File: config.mk
export PLATFORM = sky130hd
export DESIGN_NAME = checkerboard_state_reader_flat
export DESIGN_NICKNAME = d
export VERILOG_FILES = /design/src/rtl/checkerboard_state_reader_if.sv /design/src/rtl/checkerboard_state_reader.sv /design/src/flat_wrapper.sv
export SDC_FILE = /design/constraint.sdc
export NUM_CORES = 1
export LEC_CHECK = 0
export CORE_ASPECT_RATIO = 1.2
export CORE_MARGIN = 3
export CORE_UTILIZATION = 42
export DETAILED_ROUTE_END_ITERATION = 10
export GPL_TIMING_DRIVEN = 0
export PLACE_DENSITY = 0.78
export SLEW_MARGIN = 10
export SYNTH_ARGS = -nofsm -noshare
export SYNTH_HDL_FRONTEND = slang
export SYNTH_SLANG_ARGS = --single-unit
File: constraint.sdc
create_clock -name clk -period 1.8 [get_ports clk]
set_clock_uncertainty 0.2 [all_clocks]
set_input_delay 0.54 -clock clk [delete_from_list [all_inputs] [get_ports clk]]
set_output_delay 0.54 -clock clk [all_outputs]
set_load 0.005 [all_outputs]
File: src/rtl/checkerboard_state_reader_if.sv
// Output beat stream of the checkerboard state reader: one (x, y, state) cell per beat.
interface checkerboard_state_reader_if #(
    parameter int DATA_BITS      = 2,
    parameter int EDGE_ADDR_BITS = 3
);
    logic                      valid;
    logic                      ready;
    logic [EDGE_ADDR_BITS-1:0] x;
    logic [EDGE_ADDR_BITS-1:0] y;
    logic [DATA_BITS-1:0]      data;
    logic                      last;

    modport master (output valid, x, y, data, last, input ready);
    modport slave  (input valid, x, y, data, last, output ready);
endinterface

File: src/rtl/checkerboard_state_reader.sv
// Raster-order reader of the checkerboard state RAM, streaming every cell on a valid/ready beat.
// Define CHECKERBOARD_READER_COUNT_EN to build the per-scan black/white stone tally.
//
// state | meaning
// IDLE  | waiting for start; idx parked at 0
// SCAN  | loading one cell per accepted (or empty) output slot
// DRAIN | last cell loaded, waiting for its beat to be accepted
module checkerboard_state_reader #(
    parameter int DATA_BITS      = 2,
    parameter int EDGE_ADDR_BITS = 3
) (
    input  logic                            clk,
    input  logic                            rst_n,
    input  logic                            start,
    output logic                            busy,
    output logic                            done,
    output logic [2*EDGE_ADDR_BITS-1:0]     rd_addr,
    input  logic [DATA_BITS-1:0]            rd_data,
    checkerboard_state_reader_if.master     beat,
    output logic [2*EDGE_ADDR_BITS:0]       cnt_black,
    output logic [2*EDGE_ADDR_BITS:0]       cnt_white
);
    localparam int E  = EDGE_ADDR_BITS;
    localparam int AW = 2 * E;
    localparam int CW = 2 * E + 1;
    localparam logic [AW-1:0] IDX_MAX = '1;

    typedef enum logic [1:0] {
        IDLE  = 2'd0,
        SCAN  = 2'd1,
        DRAIN = 2'd2
    } state_t;

    state_t               state_q, state_nxt;
    logic [AW-1:0]        idx_q, idx_nxt;
    logic                 busy_q, busy_nxt;
    logic                 done_q, done_nxt;
    logic                 valid_q, valid_nxt;
    logic [E-1:0]         x_q, x_nxt;
    logic [E-1:0]         y_q, y_nxt;
    logic [DATA_BITS-1:0] data_q, data_nxt;
    logic                 last_q, last_nxt;
    logic                 load;
    logic                 clr_cnt;

    always_ff @(posedge clk) begin
        if (!rst_n) begin
            state_q <= IDLE;
            idx_q   <= '0;
            busy_q  <= 1'b0;
            done_q  <= 1'b0;
            valid_q <= 1'b0;
            x_q     <= '0;
            y_q     <= '0;
            data_q  <= '0;
            last_q  <= 1'b0;
        end else begin
            state_q <= state_nxt;
            idx_q   <= idx_nxt;
            busy_q  <= busy_nxt;
            done_q  <= done_nxt;
            valid_q <= valid_nxt;
            x_q     <= x_nxt;
            y_q     <= y_nxt;
            data_q  <= data_nxt;
            last_q  <= last_nxt;
        end
    end

    always_comb begin
        state_nxt = state_q;
        idx_nxt   = idx_q;
        busy_nxt  = busy_q;
        done_nxt  = 1'b0;
        valid_nxt = valid_q;
        x_nxt     = x_q;
        y_nxt     = y_q;
        data_nxt  = data_q;
        last_nxt  = last_q;
        load      = 1'b0;
        clr_cnt   = 1'b0;

        case (state_q)
            IDLE: begin
                if (start) begin
                    idx_nxt   = '0;
                    busy_nxt  = 1'b1;
                    clr_cnt   = 1'b1;
                    state_nxt = SCAN;
                end
            end
            SCAN: begin
                // Output slot is free when empty or being drained this cycle.
                load = !valid_q || beat.ready;
                if (load) begin
                    data_nxt  = rd_data;
                    x_nxt     = idx_q[E-1:0];
                    y_nxt     = idx_q[AW-1:E];
                    last_nxt  = (idx_q == IDX_MAX);
                    valid_nxt = 1'b1;
                    idx_nxt   = idx_q + 1'b1;
                    if (idx_q == IDX_MAX) begin
                        state_nxt = DRAIN;
                    end
                end
            end
            DRAIN: begin
                if (valid_q && beat.ready) begin
                    valid_nxt = 1'b0;
                    busy_nxt  = 1'b0;
                    done_nxt  = 1'b1;
                    state_nxt = IDLE;
                end
            end
            default: begin
                state_nxt = IDLE;
            end
        endcase
    end

    assign rd_addr    = idx_q;
    assign busy       = busy_q;
    assign done       = done_q;
    assign beat.valid = valid_q;
    assign beat.x     = x_q;
    assign beat.y     = y_q;
    assign beat.data  = data_q;
    assign beat.last  = last_q;

`ifdef CHECKERBOARD_READER_COUNT_EN
    logic [CW-1:0] black_q;
    logic [CW-1:0] white_q;

    // Reserved state 3 and empty cells fall through both compares.
    always_ff @(posedge clk) begin
        if (!rst_n) begin
            black_q <= '0;
            white_q <= '0;
        end else if (clr_cnt) begin
            black_q <= '0;
            white_q <= '0;
        end else if (load) begin
            if (rd_data == DATA_BITS'(1)) begin
                black_q <= black_q + 1'b1;
            end
            if (rd_data == DATA_BITS'(2)) begin
                white_q <= white_q + 1'b1;
            end
        end
    end

    assign cnt_black = black_q;
    assign cnt_white = white_q;
`else
    logic unused_cnt_ctrl;

    assign unused_cnt_ctrl = load ^ clr_cnt;
    assign cnt_black       = '0;
    assign cnt_white       = '0;
`endif

endmodule

File: src/flat_wrapper.sv
// flat-port wrapper written by rule: the top's interface ports become plain ports
module checkerboard_state_reader_flat 
#(
    parameter int DATA_BITS      = 2,
    parameter int EDGE_ADDR_BITS = 3
)
  (clk, rst_n, start, busy, done, rd_addr, rd_data, cnt_black, cnt_white, beat_valid, beat_x, beat_y, beat_data, beat_last, beat_ready);
  checkerboard_state_reader_if #(.DATA_BITS(DATA_BITS), .EDGE_ADDR_BITS(EDGE_ADDR_BITS)) beat_i ();
  input  logic clk;
  input  logic rst_n;
  input  logic start;
  output logic busy;
  output logic done;
  output logic [2*EDGE_ADDR_BITS-1:0] rd_addr;
  input  logic [DATA_BITS-1:0] rd_data;
  output logic [2*EDGE_ADDR_BITS:0] cnt_black;
  output logic [2*EDGE_ADDR_BITS:0] cnt_white;
  output wire logic [$bits(beat_i.valid)-1:0] beat_valid;
  output wire logic [$bits(beat_i.x)-1:0] beat_x;
  output wire logic [$bits(beat_i.y)-1:0] beat_y;
  output wire logic [$bits(beat_i.data)-1:0] beat_data;
  output wire logic [$bits(beat_i.last)-1:0] beat_last;
  input wire logic [$bits(beat_i.ready)-1:0] beat_ready;
  assign beat_valid = beat_i.valid;
  assign beat_x = beat_i.x;
  assign beat_y = beat_i.y;
  assign beat_data = beat_i.data;
  assign beat_last = beat_i.last;
  assign beat_i.ready = beat_ready;
  checkerboard_state_reader #(.DATA_BITS(DATA_BITS), .EDGE_ADDR_BITS(EDGE_ADDR_BITS)) u_core (.clk(clk), .rst_n(rst_n), .start(start), .busy(busy), .done(done), .rd_addr(rd_addr), .rd_data(rd_data), .beat(beat_i), .cnt_black(cnt_black), .cnt_white(cnt_white));
endmodule
# Word level (Yosys, flattened, before mapping)
# Cells that the tools add are included.
# W data, S select, Z words.
dict set report classes {
  n_addsub 1
  multipliers 0
  n_div 0
  order_cmp 0
  n_eq_ne 7
  shift 0
  mux 14
  n_bitwise 0
  n_reduce_logical 13
}
# operator count
set ops {}
lappend ops {{$mux W6} 2}
lappend ops {{$pmux W6 S2} 1}
lappend ops {{$reduce_and A3 Y1} 3}
lappend ops {{$mux W2} 4}
lappend ops {{$add A6 B1 Y6 const B} 1}
lappend ops {{$eq A6 B6 Y1 const B} 1}
lappend ops {{$ne A2 B1 Y1 const B} 3}
lappend ops {{$pmux W2 S3} 1}
lappend ops {{$reduce_bool A2 Y1} 3}
lappend ops {{$mux W1} 4}
lappend ops {{$pmux W1 S2} 2}
lappend ops {{$reduce_and A2 Y1} 2}
lappend ops {{$reduce_and A4 Y1} 1}
lappend ops {{$eq A2 B1 Y1 const B} 1}
lappend ops {{$eq A2 B2 Y1 const B} 1}
lappend ops {{$logic_not A2 Y1} 1}
lappend ops {{$ne A2 B2 Y1 const B} 1}
lappend ops {{$logic_and A1 B1 Y1} 1}
lappend ops {{$logic_not A1 Y1} 1}
lappend ops {{$logic_or A1 B1 Y1} 1}
dict set report word_totals {
  ff_bits 20
  latch_bits 0
  ram_bits 0
  mem_bits_ro 0
  input_bits 6
  out_inout_bits 32
  mem_count 0
}

# Depth between registers and ports, before layout
# Gate-level depths: netlist (run 1).
dict set report logic_depth {
  depth_word 4
  mapped_depth 5
}

# Worst setup path before layout (run 1)
# OpenSTA, ideal clock, no wires.
dict set report synth_timing {
  kind {input to register}
  from {input beat_ready}
  to {register u_core.idx_q[3] (netlist: u_core.rd_addr[3])}
  arrival_ns 1.403
  path_slack_ns 0.127
  stages 4
  cell_sequence {and3b_1 buf_6 or4_1 a21oi_1}
}
dict set report synth_between {
  elab_chain_len 3
}
# element line
set synth_rtl {}
lappend synth_rtl {{from (decl)} flat_wrapper.sv:23} ;# input wire logic [$bits(beat_i.ready)-1:0] beat_ready;
lappend synth_rtl {{$logic_or A1 B1 Y1} checkerboard_state_reader.sv:94} ;# load = !valid_q || beat.ready;
lappend synth_rtl {{$ne A2 B1 Y1 (no line)} -}
lappend synth_rtl {{$reduce_and A3 Y1 (no line)} -}
lappend synth_rtl {{to (signal assigned)} checkerboard_state_reader.sv:59} ;# idx_q <= idx_nxt;
lappend synth_rtl {{to (decl)} checkerboard_state_reader.sv:35} ;# logic [AW-1:0] idx_q, idx_nxt;
# Every way passes these cells.
# A chain may end at the register's enable or synchronous reset.

# Worst setup path in the final report (run 1)
dict set report layout_timing {
  from {input beat_ready}
  to {register u_core.state_q[1]}
}
dict set report layout_between {
  elab_chain_len 3
}
# element line
set layout_rtl {}
lappend layout_rtl {{$logic_or A1 B1 Y1 / $logic_and A1 B1 Y1 (equally long branches)} {checkerboard_state_reader.sv:94, checkerboard_state_reader.sv:108}}
lappend layout_rtl {{$ne A2 B1 Y1 (no line)} -}
lappend layout_rtl {{$reduce_and A4 Y1 (no line) *} -}
lappend layout_rtl {{to (signal assigned)} checkerboard_state_reader.sv:58} ;# state_q <= state_nxt;
lappend layout_rtl {{to (decl)} checkerboard_state_reader.sv:34} ;# state_t state_q, state_nxt;
# Mark *: on every way between the ends. The rest lies on a longest branch, timed or not.

==> flow_metrics.tcl, run 1 <==
set metrics [dict create \
    cts_tree "yes" \
    crit_path_cell_trace "dlygate4sd2_1, and2b_1, clkbuf_1, nor4_2, o21a_1" \
    path_clk_slew_ns 0.11 \
    die_area_sq_um 2981 \
    globalRouteOverflowTotal 0 \
    htreeDepth 1 \
    synth.most_common_cell "dfxtp_1" \
    pre_cts_slack_ns -0.5499 \
    io_pins 38 \
    cts_buffers 3 \
    finalCritPeriodShare_pct 96.18 \
    drt_iter0_markers 44 \
    fin_util_pct 67.43 \
    core-area_sq_um 2140 \
    synth_top_area_share_pct 40.40 \
    crit_family "simple AND/OR/NAND/NOR gates" \
    cap_viol_max_count 0 \
    antenna_found_initial 0 \
    synth.top_cells.by_count "dfxtp_1, a21oi_1, buf_4" \
    hold_viol_final 0 \
    required_ns 1.85 \
    endpoint_kind "flip-flop" \
    crit_fanout 10 \
    place_hpwl_um 1607 \
    place_inst 185 \
    hold_buffers 0 \
    gp_congestion 0.8552 \
    rsz0062_at_grt "no" \
    grt_max_degree 13 \
    critical_path_class "in2reg" \
    report.final.slew_viol_count 0 \
    yosysSeqAreaShare_pct 40.40 \
    power.switching_uw 217.9 \
    n_antenna_cell 0 \
    async_flop_share_pct 0 \
    routed_via_density 5.153 \
    drc 0 \
    final_layout_size_suffix_gt1_share_pct 28.92 \
    ys_warn_count 0 \
    rows 18 \
    cpMaxStageDelayCell "nor4_2" \
    synthesis.area_sq_um 991.0 \
    synth_edf_count 0 \
    fin_ws_ns 0.06871 \
    outcome "completed" \
    clkSinkCount 20 \
    grt_usage_pct 16.58 \
    setup_violations 0 \
    cts_root_buf "clkbuf_4" \
    min_period_ns 1.731 \
    max_freq_mhz 577.6 \
    synth.distinct_cells 30 \
    clock_power_share_pct 38.0 \
    drt_wl_total_um 2475 \
    start_util_pct 46.32 \
    finish.instance_area_sq_um 1443 \
    nets 174 \
    fin_cells 196 \
    wl_per_cell_um 12.63 \
    ant_nets 0 \
    critPathLaunchType "input pin" \
    synthFlopType "dfxtp_1" \
    internal_power_uw 739.8 \
    clockBufferDepth 2 \
    critPathBufInv 2 \
    yosys-top-cells-area "dfxtp_1, buf_4, a21oi_1" \
    die_x_um 50.34 \
    dr.pass1.iters 4 \
    seqPwrFrac_pct 47.7 \
    grt_pass1_vias 886 \
    num_vias 1010 \
    placedInstanceArea_sq_um 1308 \
    synthToLayoutAreaGrowth_pct 45.58 \
    clock_latency_ns 0.29 \
    cp_data_arrival_time_ns 1.78 \
    p_per_area_nw_per_um2 663.9 \
    syn_inst 119 \
    leakagePower_nw 0.6536 \
    sw_frac_of_total_pct 22.76 \
    p_total_uw 957.7 \
    finalSetupTns_ns 0 \
    io_buffers 23 \
    fillers 194 \
    die_y_um 59.21 \
    grt_pass1_wl_um 3857 \
    synth_seq_cells 20 \
    cpPeakStageDelay_ns 0.38 \
    yosys.area.top_type "dfxtp_1" \
    ir_drop_v 0.0004977 \
    hp-class "reg2reg" \
    p_comb_share_pct 14.3 \
    avgSynthCellArea_sq_um 8.327 \
    hold_ws_ns 0.2766 \
]
## final cells by class
| class | instances | area (sq um) | share of cell area, % |
|---|---|---|---|
| Multi-Input combinational cell | 88 | 505.5 | 35.04 |
| Sequential cell | 20 | 434.2 | 30.10 |
| Timing Repair Buffer | 30 | 257.7 | 17.87 |
| Buffer | 21 | 143.9 | 9.974 |
| Tap cell | 30 | 37.54 | 2.602 |
| Clock inverter | 1 | 30.03 | 2.082 |
| Clock buffer | 3 | 22.52 | 1.561 |
| Inverter | 3 | 11.26 | 0.7806 |
## worst paths after layout
check,startpoint,end,slack [ns],depth (start not counted)
setup / recovery,beat_ready,u_core.state_q[1],0.07,5
hold / removal,u_core.beat.x[0],u_core.beat.x[0],0.28,2
setup reg to reg,u_core.beat.valid,u_core.rd_addr[3],0.12,5
hold reg to reg,u_core.beat.x[0],u_core.beat.x[0],0.28,2
## power by group through the flow
| stage | Clock [mW] | Combinational, mW | Sequential, mW |
|---|---|---|---|
| final | 0.364 | 0.137 | 0.457 |
| after global routing | 0.387 | 0.150 | 0.458 |
| after CTS | 0.368 | 0.134 | 0.456 |
| after detailed placement | 0 | 0.127 | 0.475 |
| after global placement | 0 | 0.125 | 0.475 |
| after floorplan | 0 | 0.0788 | 0.474 |
## layer usage
metal	global-route usage, %	part of all wire [%]	up-vias
li1	-	-	487
met5	0	0	-
met1	19.97	41	465
met3	1.763	7.5	6
met2	29.29	51	52
met4	8.077	1.0	0
## tightest hold or removal path, cell delays in order, from the launching register on
cell,delay [ns]
dfxtp_2,0.33
o21ai_0,0.06
a21oi_1,0.06
## what timing repair did
action,CTS,global route
gates cloned,0,0
gates resized for setup,45,2
setup buffers,7,0
setup endpoints to repair,28,10
## layout by cell type (no fill, tap or decap), drive strengths merged, types with 2 or more instances in the layout
master / count
buf: 23
dlygate4sd2: 20
dfxtp: 20
a21oi: 15
conb: 14
o21ai: 13
nand3: 12
clkbuf: 8
nand2: 5
inv: 3
o31ai: 3
or4: 3
clkdlybuf4s50: 3
nor4: 3
nor2b: 2
nand2b: 2
o21a: 2
## kinds of logic after synthesis
kind of cell    after synthesis  synth area share [%]
compound gates               36                 20.58
simple gates                 36                 20.83
buf+inv                      24                 15.53
flops                        20                 40.40
mux                           1                 1.010
fa+ha+maj                     1                 1.262
other cells                   1                0.3784
## registers in the layout (all words and copies together), names as in the netlist
name / count
u_core.beat.data: 2
u_core.beat.last: 1
u_core.beat.valid: 1
u_core.beat.x: 3
u_core.beat.y: 3
u_core.busy: 1
u_core.done: 1
u_core.rd_addr: 6
u_core.state_q: 2
No activity file was read; power rests on OpenSTA's default activity.
==> run 2: changes to the inputs <==
--- a/config.mk
+++ b/config.mk
@@ -8,7 +8,9 @@
 export CORE_ASPECT_RATIO = 1.2
 export CORE_MARGIN = 3
 export CORE_UTILIZATION = 42
+export CTS_CLUSTER_SIZE = 30
 export DETAILED_ROUTE_END_ITERATION = 10
+export GPL_ROUTABILITY_DRIVEN = 0
 export GPL_TIMING_DRIVEN = 0
 export PLACE_DENSITY = 0.78
 export SLEW_MARGIN = 10
==> results of run 2 <==
The final DEF is identical to that of run 1; final timing and power are the same.
